File: src/rtl/copro_pkg.sv
// Shared definitions for the coprocessor command deframer.
// Purpose : header field positions, header magic, deframer states and
//           status word field offsets (the HPS driver headers use the same
//           offsets to decode pio_status_export).
// Ports   : none (package).
package copro_pkg;

   // Header word layout: [31:24] opcode, [23:16] magic, [15:0] payload length
   localparam int OPC_MSB   = 31;
   localparam int OPC_LSB   = 24;
   localparam int MAGIC_MSB = 23;
   localparam int MAGIC_LSB = 16;
   localparam int LEN_MSB   = 15;
   localparam int LEN_LSB   = 0;

   localparam logic [7:0] HDR_MAGIC = 8'hA5;

   // Status word layout: [31:24] last opcode, [23:16] err_cnt, [15:0] pkt_cnt
   localparam int ST_OPC_LSB = 24;
   localparam int ST_ERR_LSB = 16;
   localparam int ST_PKT_LSB = 0;

   typedef enum logic {
      HDR = 1'b0,
      PAY = 1'b1
   } deframer_state_t;

endpackage

File: src/rtl/copro_skid_buf.sv
// Two-entry FIFO used as the output skid buffer of the deframer.
// Purpose : decouples the FIFO read side from accelerator back-pressure while
//           sustaining one word per clock; push and pop may happen together.
// Ports   : clk, reset      - clock, synchronous active-high reset
//           push, push_data - write an entry (ignored only when full without pop)
//           pop             - remove the head entry (ignored when empty)
//           head            - current head entry
//           count           - number of stored entries (0..2)
module copro_skid_buf #(
   parameter int W = 42
) (
   input  logic         clk,
   input  logic         reset,
   input  logic         push,
   input  logic [W-1:0] push_data,
   input  logic         pop,
   output logic [W-1:0] head,
   output logic [1:0]   count
);

   logic [W-1:0] mem [2];
   logic         wr_ptr;
   logic         rd_ptr;
   logic         do_push;
   logic         do_pop;

   // A full buffer can still take a push when the head leaves in the same cycle.
   assign do_push = push && ((count != 2'd2) || pop);
   assign do_pop  = pop && (count != 2'd0);
   assign head    = mem[rd_ptr];

   // Storage is cleared on reset so the head (and thus m_data) reads zero.
   always_ff @(posedge clk) begin
      if (reset) begin
         mem[0] <= '0;
         mem[1] <= '0;
         wr_ptr <= 1'b0;
         rd_ptr <= 1'b0;
         count  <= 2'd0;
      end else begin
         if (do_push) begin
            mem[wr_ptr] <= push_data;
            wr_ptr      <= ~wr_ptr;
         end
         if (do_pop) begin
            rd_ptr <= ~rd_ptr;
         end
         count <= count + {1'b0, do_push} - {1'b0, do_pop};
      end
   end

endmodule

File: src/rtl/copro_cmd_deframer.sv
// Coprocessor command deframer.
// Purpose : reads 32-bit words from the HPS->coprocessor FIFO (Avalon-MM read
//           side, zero read latency), validates packet headers, and streams
//           the payload to the accelerator with sop/eop/opcode tags.
// Ports   : clk, reset        - clock, synchronous active-high reset
//           fifo_read         - Avalon-MM read request
//           fifo_readdata     - FIFO word, valid in the accepting cycle
//           fifo_waitrequest  - FIFO stall
//           m_valid/m_ready   - payload stream handshake
//           m_data            - payload word
//           m_sop/m_eop       - first/last payload word of a packet
//           m_opcode          - opcode of the packet owning m_data
//           err_clear         - pulse that zeroes the error counter
//           status            - {last opcode, err_cnt, pkt_cnt}
import copro_pkg::*;

module copro_cmd_deframer #(
   parameter int DATA_W  = 32,
   parameter int MAX_LEN = 4096
) (
   input  logic              clk,
   input  logic              reset,
   output logic              fifo_read,
   input  logic [DATA_W-1:0] fifo_readdata,
   input  logic              fifo_waitrequest,
   output logic              m_valid,
   input  logic              m_ready,
   output logic [DATA_W-1:0] m_data,
   output logic              m_sop,
   output logic              m_eop,
   output logic [7:0]        m_opcode,
   input  logic              err_clear,
   output logic [31:0]       status
);

   localparam int          ENT_W     = DATA_W + 10;
   localparam logic [15:0] MAX_LEN_W = 16'(MAX_LEN);

   deframer_state_t state, state_nxt;

   logic [7:0]       opcode_q;
   logic [15:0]      len_q;
   logic [15:0]      rem_q;
   logic [7:0]       last_opc;
   logic [7:0]       err_cnt;
   logic [15:0]      pkt_cnt;

   logic [7:0]       hdr_opc;
   logic [7:0]       hdr_magic;
   logic [15:0]      hdr_len;
   logic             hdr_ok;
   logic             hdr_take;
   logic             hdr_err;
   logic             push;
   logic             pop;
   logic [ENT_W-1:0] push_ent;
   logic [ENT_W-1:0] head_ent;
   logic [1:0]       buf_count;

   assign hdr_opc   = fifo_readdata[OPC_MSB:OPC_LSB];
   assign hdr_magic = fifo_readdata[MAGIC_MSB:MAGIC_LSB];
   assign hdr_len   = fifo_readdata[LEN_MSB:LEN_LSB];
   assign hdr_ok    = (hdr_magic == HDR_MAGIC) && (hdr_len != 16'd0) && (hdr_len <= MAX_LEN_W);

   // Entry layout: {opcode, sop, eop, data}; rem counts down from N to 1.
   assign push_ent = {opcode_q, (rem_q == len_q), (rem_q == 16'd1), fifo_readdata};

   copro_skid_buf #(.W(ENT_W)) u_buf (
      .clk       (clk),
      .reset     (reset),
      .push      (push),
      .push_data (push_ent),
      .pop       (pop),
      .head      (head_ent),
      .count     (buf_count)
   );

   assign m_valid  = (buf_count != 2'd0);
   assign m_data   = head_ent[DATA_W-1:0];
   assign m_eop    = head_ent[DATA_W];
   assign m_sop    = head_ent[DATA_W+1];
   assign m_opcode = head_ent[DATA_W+9:DATA_W+2];
   assign pop      = m_valid && m_ready;

   assign status = {last_opc, err_cnt, pkt_cnt};

   // State register.
   always_ff @(posedge clk) begin
      if (reset) begin
         state <= HDR;
      end else begin
         state <= state_nxt;
      end
   end

   // Read request comes only from state and buffer occupancy, never from
   // m_ready, so the FIFO interface has no combinational path from the sink.
   // Reads are suppressed during reset so no FIFO word is consumed and lost.
   // Headers are read only with an empty buffer so a new packet's tags never
   // overtake words of the previous packet still waiting at the output.
   always_comb begin
      state_nxt = state;
      fifo_read = 1'b0;
      hdr_take  = 1'b0;
      hdr_err   = 1'b0;
      push      = 1'b0;
      case (state)
         HDR: begin
            fifo_read = !reset && (buf_count == 2'd0);
            if (fifo_read && !fifo_waitrequest) begin
               if (hdr_ok) begin
                  hdr_take  = 1'b1;
                  state_nxt = PAY;
               end else begin
                  hdr_err = 1'b1;
               end
            end
         end
         PAY: begin
            fifo_read = !reset && (buf_count < 2'd2);
            if (fifo_read && !fifo_waitrequest) begin
               push = 1'b1;
               if (rem_q == 16'd1) begin
                  state_nxt = HDR;
               end
            end
         end
         default: state_nxt = HDR;
      endcase
   end

   // Packet context, progress and error counters. A clear request beats a
   // concurrent error; the error count sticks at 255.
   always_ff @(posedge clk) begin
      if (reset) begin
         opcode_q <= 8'd0;
         len_q    <= 16'd0;
         rem_q    <= 16'd0;
         last_opc <= 8'd0;
         err_cnt  <= 8'd0;
         pkt_cnt  <= 16'd0;
      end else begin
         if (hdr_take) begin
            opcode_q <= hdr_opc;
            len_q    <= hdr_len;
            rem_q    <= hdr_len;
            last_opc <= hdr_opc;
         end else if (push) begin
            rem_q <= rem_q - 16'd1;
         end
         if (err_clear) begin
            err_cnt <= 8'd0;
         end else if (hdr_err && (err_cnt != 8'hFF)) begin
            err_cnt <= err_cnt + 8'd1;
         end
         if (pop && m_eop) begin
            pkt_cnt <= pkt_cnt + 16'd1;
         end
      end
   end

endmodule

File: config.mk
export PLATFORM = sky130hd
export DESIGN_NAME = copro_cmd_deframer
export DESIGN_NICKNAME = d
export VERILOG_FILES = /design/src/rtl/copro_pkg.sv /design/src/rtl/copro_skid_buf.sv /design/src/rtl/copro_cmd_deframer.sv
export SDC_FILE = /design/constraint.sdc
export NUM_CORES = 1
export LEC_CHECK = 0
export ABC_AREA = 0
export BUFFER_PORTS_ARGS = -buffer_cell sky130_fd_sc_hd__buf_2
export CORE_UTILIZATION = 31
export DETAILED_ROUTE_END_ITERATION = 7
export GPL_ROUTABILITY_DRIVEN = 0
export PLACE_DENSITY = 0.59
export SYNTH_ARGS = -nofsm -noshare
export SYNTH_HDL_FRONTEND = slang
export SYNTH_SLANG_ARGS = --single-unit
File: constraint.sdc
create_clock -name clk -period 3.2 [get_ports clk]
set_input_delay 0.64 -clock clk [delete_from_list [all_inputs] [get_ports clk]]
set_output_delay 0.64 -clock clk [all_outputs]
set_load 0.005 [all_outputs]
==> results.cfg <==
[finish]
layout-drive-gt1-share_pct = 28.17
seqCellArea_um2 = 3925
final_cells = 1031
multiInputGateArea_um2 = 2863
design_area_um2 = 8436
final_common_cell = buf_2
layout.nets = 779
mostFrequentLayoutCells = 112 x buf_2, 84 x edfxtp_1, 82 x and2_1
area.growth.synth_to_final_pct = 20.44
fillers = 2144

[clock_network]
ctsHoldBuffers = 0
cts_root_buffer = clkbuf_16
cts_setup_buffers = 0
path_clk_slew_ns = 0.07
cts_resized = 0
worstSkewPairLatency_ns = 0.43
cts_max_level = 4
numCtsBuffers = 17
cts_tree = yes
ctsLongestPathBuffers = 2
clkSinkCount = 154

[synthesis]
avgSynthCellArea_um2 = 11.07
synth_nets = 676
syn_area_um2 = 7004
ys_types = 56
seq_area_frac_synth_pct = 56.02
synth_warnings = 0
ys_async_sr_fraction_pct = 0
synthFlopType = edfxtp_1
synth_compound_area_share_pct = 6.735
synth_top_family_by_area = simple AND/OR/NAND/NOR gates
synth-xor-area-share_pct = 3.876
synth_enable_flop_cells = 84
synthMuxAreaShare_pct = 7.038
synthAdderAreaFrac_pct = 1.072
synth_seq_cells = 154
netlist_instances = 633
yosys.area_share.simple_pct = 22.01

[worst_setup_path]
cpLargestDelayFamily = flip-flops
slowest_delay_ns = 0.65
crit_end = m_data[15]
reg2reg_slack_ns = 0.90
arrival_ns = 1.87
rr_endpoint = len_q[6]$_SDFFE_PP0P_
crit_path_cell_trace = buf_12 -> mux2_2 -> buf_2
cp-start-kind = flop
cp_num_cells = 3
rr_worst_depth = 6
worstPathBufferInverterCount = 2
crit_required_ns = 2.56
worstReg2RegStart = u_buf.count[1]$_SDFF_PP0_
path_class = flop to output port
slowest_stage = dfxtp_2
critPathMaxFanout = 26
critPathCaptureType = output port

[detailed_routing]
drcViolationCount = 22
drtIter0Drc = 323
vias = 4979
first_pass_iters = 8
avgViaCountPerCell = 4.829
drt_wl_total_mm = 16.44
ant_nets = 0
wl_per_cell_um = 15.95

[timing]
post-route-min-period_ns = 2.505
timing.slew.headroom_pct = 66.27
rsz0062_at_grt = no
finalCritPeriodShare_pct = 78.30
finalSetupViolations = 0
fmax_mhz = 399.1
finalMaxSlewViolations = 0
tns_ns = 0
clock_skew_ns = 0.008747
worst_slew_pin_slew_ns = 0.5060
hold_viol = 0

[power_and_ir_drop]
power_density_nw_per_um2 = 531.0
ir_drop_v = 0.0003253
power_mw = 4.479
p_leak_nw = 3.323

[run]
maxCapViolations = 0

[floorplanning]
row_count = 54
initial_core_util_pct = 31.90
dieArea_um2 = 23200
core_um2 = 21960
die_height_um = 152.3
io_pins = 113
dieWidth_um = 152.3

[outcome]
status = complete, but fails checks
violations = DRC

[hold_path]
min_from = len_q[9]$_SDFFE_PP0P_
hold_path_class = flop to flop

[placed_design]
place_inst = 997
portBuffers = 112
place_area_um2 = 7853
post-dp-hpwl_mm = 11.38

[global_routing]
grt_pass1_wl_mm = 26.37
grt_use_total_pct = 14.65
grt_pass1_vias = 4887
grt_max_degree = 48
antenna_found_initial = 1
gr-total-overflow = 0
## synthesized netlist by cell type (all sizes together) (10+ instances only)
cell	instances	area, um^2
nand3	20	100.1
xnor2	10	87.58
a21oi	34	170.2
a31oi	16	100.1
buf	15	107.6
nor3	13	65.06
dfxtp	70	1401
mux2	42	473.0
nand2	64	240.2
clkbuf	25	93.84
edfxtp	84	2522
or3	12	75.07
nor2	28	105.1
xor2	21	183.9
and2	83	519.3
## where the power goes
group          switching [mW]  internal, mW  leakage [nW]
clock                   0.821          1.16         0.270
combinational           0.179         0.167          1.62
sequential             0.0318          2.12          1.43
## logic make-up (layout without fill, tap and decap cells)
kind of cell / count (synthesis) / count (layout)
multiplexers: 44 / 44
XOR/XNOR: 31 / 31
adder cells (fa/ha/maj): 6 / 6
flip-flops: 154 / 154
AO/OA/AOI/OAI: 77 / 77
buffers and inverters: 47 / 163
AND/OR/NAND/NOR: 274 / 274
other: 0 / 2
## routing by layer
metal	track usage [%]	part of all wire, %	vias to the layer above
li1	-	-	2465
met1	18.52	46	2391
met2	24.29	47	104
met3	3.612	5.3	19
met4	5.199	1.7	0
met5	0	0	-
## layout make-up
class	instances	share of cell area [%]
clock buffer	19	5.132
sequential	154	46.53
multi-input combinational	432	33.94
clock inverter	13	1.721
tap	280	4.153
antenna	2	0.05933
inverter	7	0.3115
timing repair buffer	124	8.158
## worst min-delay path, stage by stage (launching register included)
cell and delay [ns]:
dfxtp_1 0.31, nand2_1 0.05, a21oi_1 0.05
## flip-flops by register name, indices dropped and copies added (netlist names), named ones only
| signal | cells |
|---|---|
| last_opc | 8 |
| pkt_cnt | 16 |
| rem_q | 16 |
| u_buf.mem | 84 |
| state | 1 |
| u_buf.count | 2 |
| u_buf.wr_ptr | 1 |
| len_q | 16 |
| u_buf.rd_ptr | 1 |
| err_cnt | 8 |
## through the flow
stage / util, % / setup WS (ns) / hold slack [ns]
5_1_grt: 38.40 / 0.5807 / 0.4737
3_3_place_gp: 35.76 / 0.4437 / 0.4496
3_5_place_dp: 35.76 / 0.3971 / 0.4575
2_1_floorplan: - / 0.07380 / 0.4433
4_1_cts: 38.39 / 0.6496 / 0.4654
6_report: 38.42 / 0.6945 / 0.4639
## how the worst min path moves through the flow
stage,to,cells past startpoint
after floorplan,len_q[9]$_SDFFE_PP0P_,2
after global placement,len_q[3]$_SDFFE_PP0P_,2
after detailed placement,len_q[7]$_SDFFE_PP0P_,2
after CTS,len_q[7]$_SDFFE_PP0P_,2
after global routing,last_opc[7]$_SDFFE_PP0P_,3
final,len_q[9]$_SDFFE_PP0P_,2
Power figures use the tool's default switching activity.
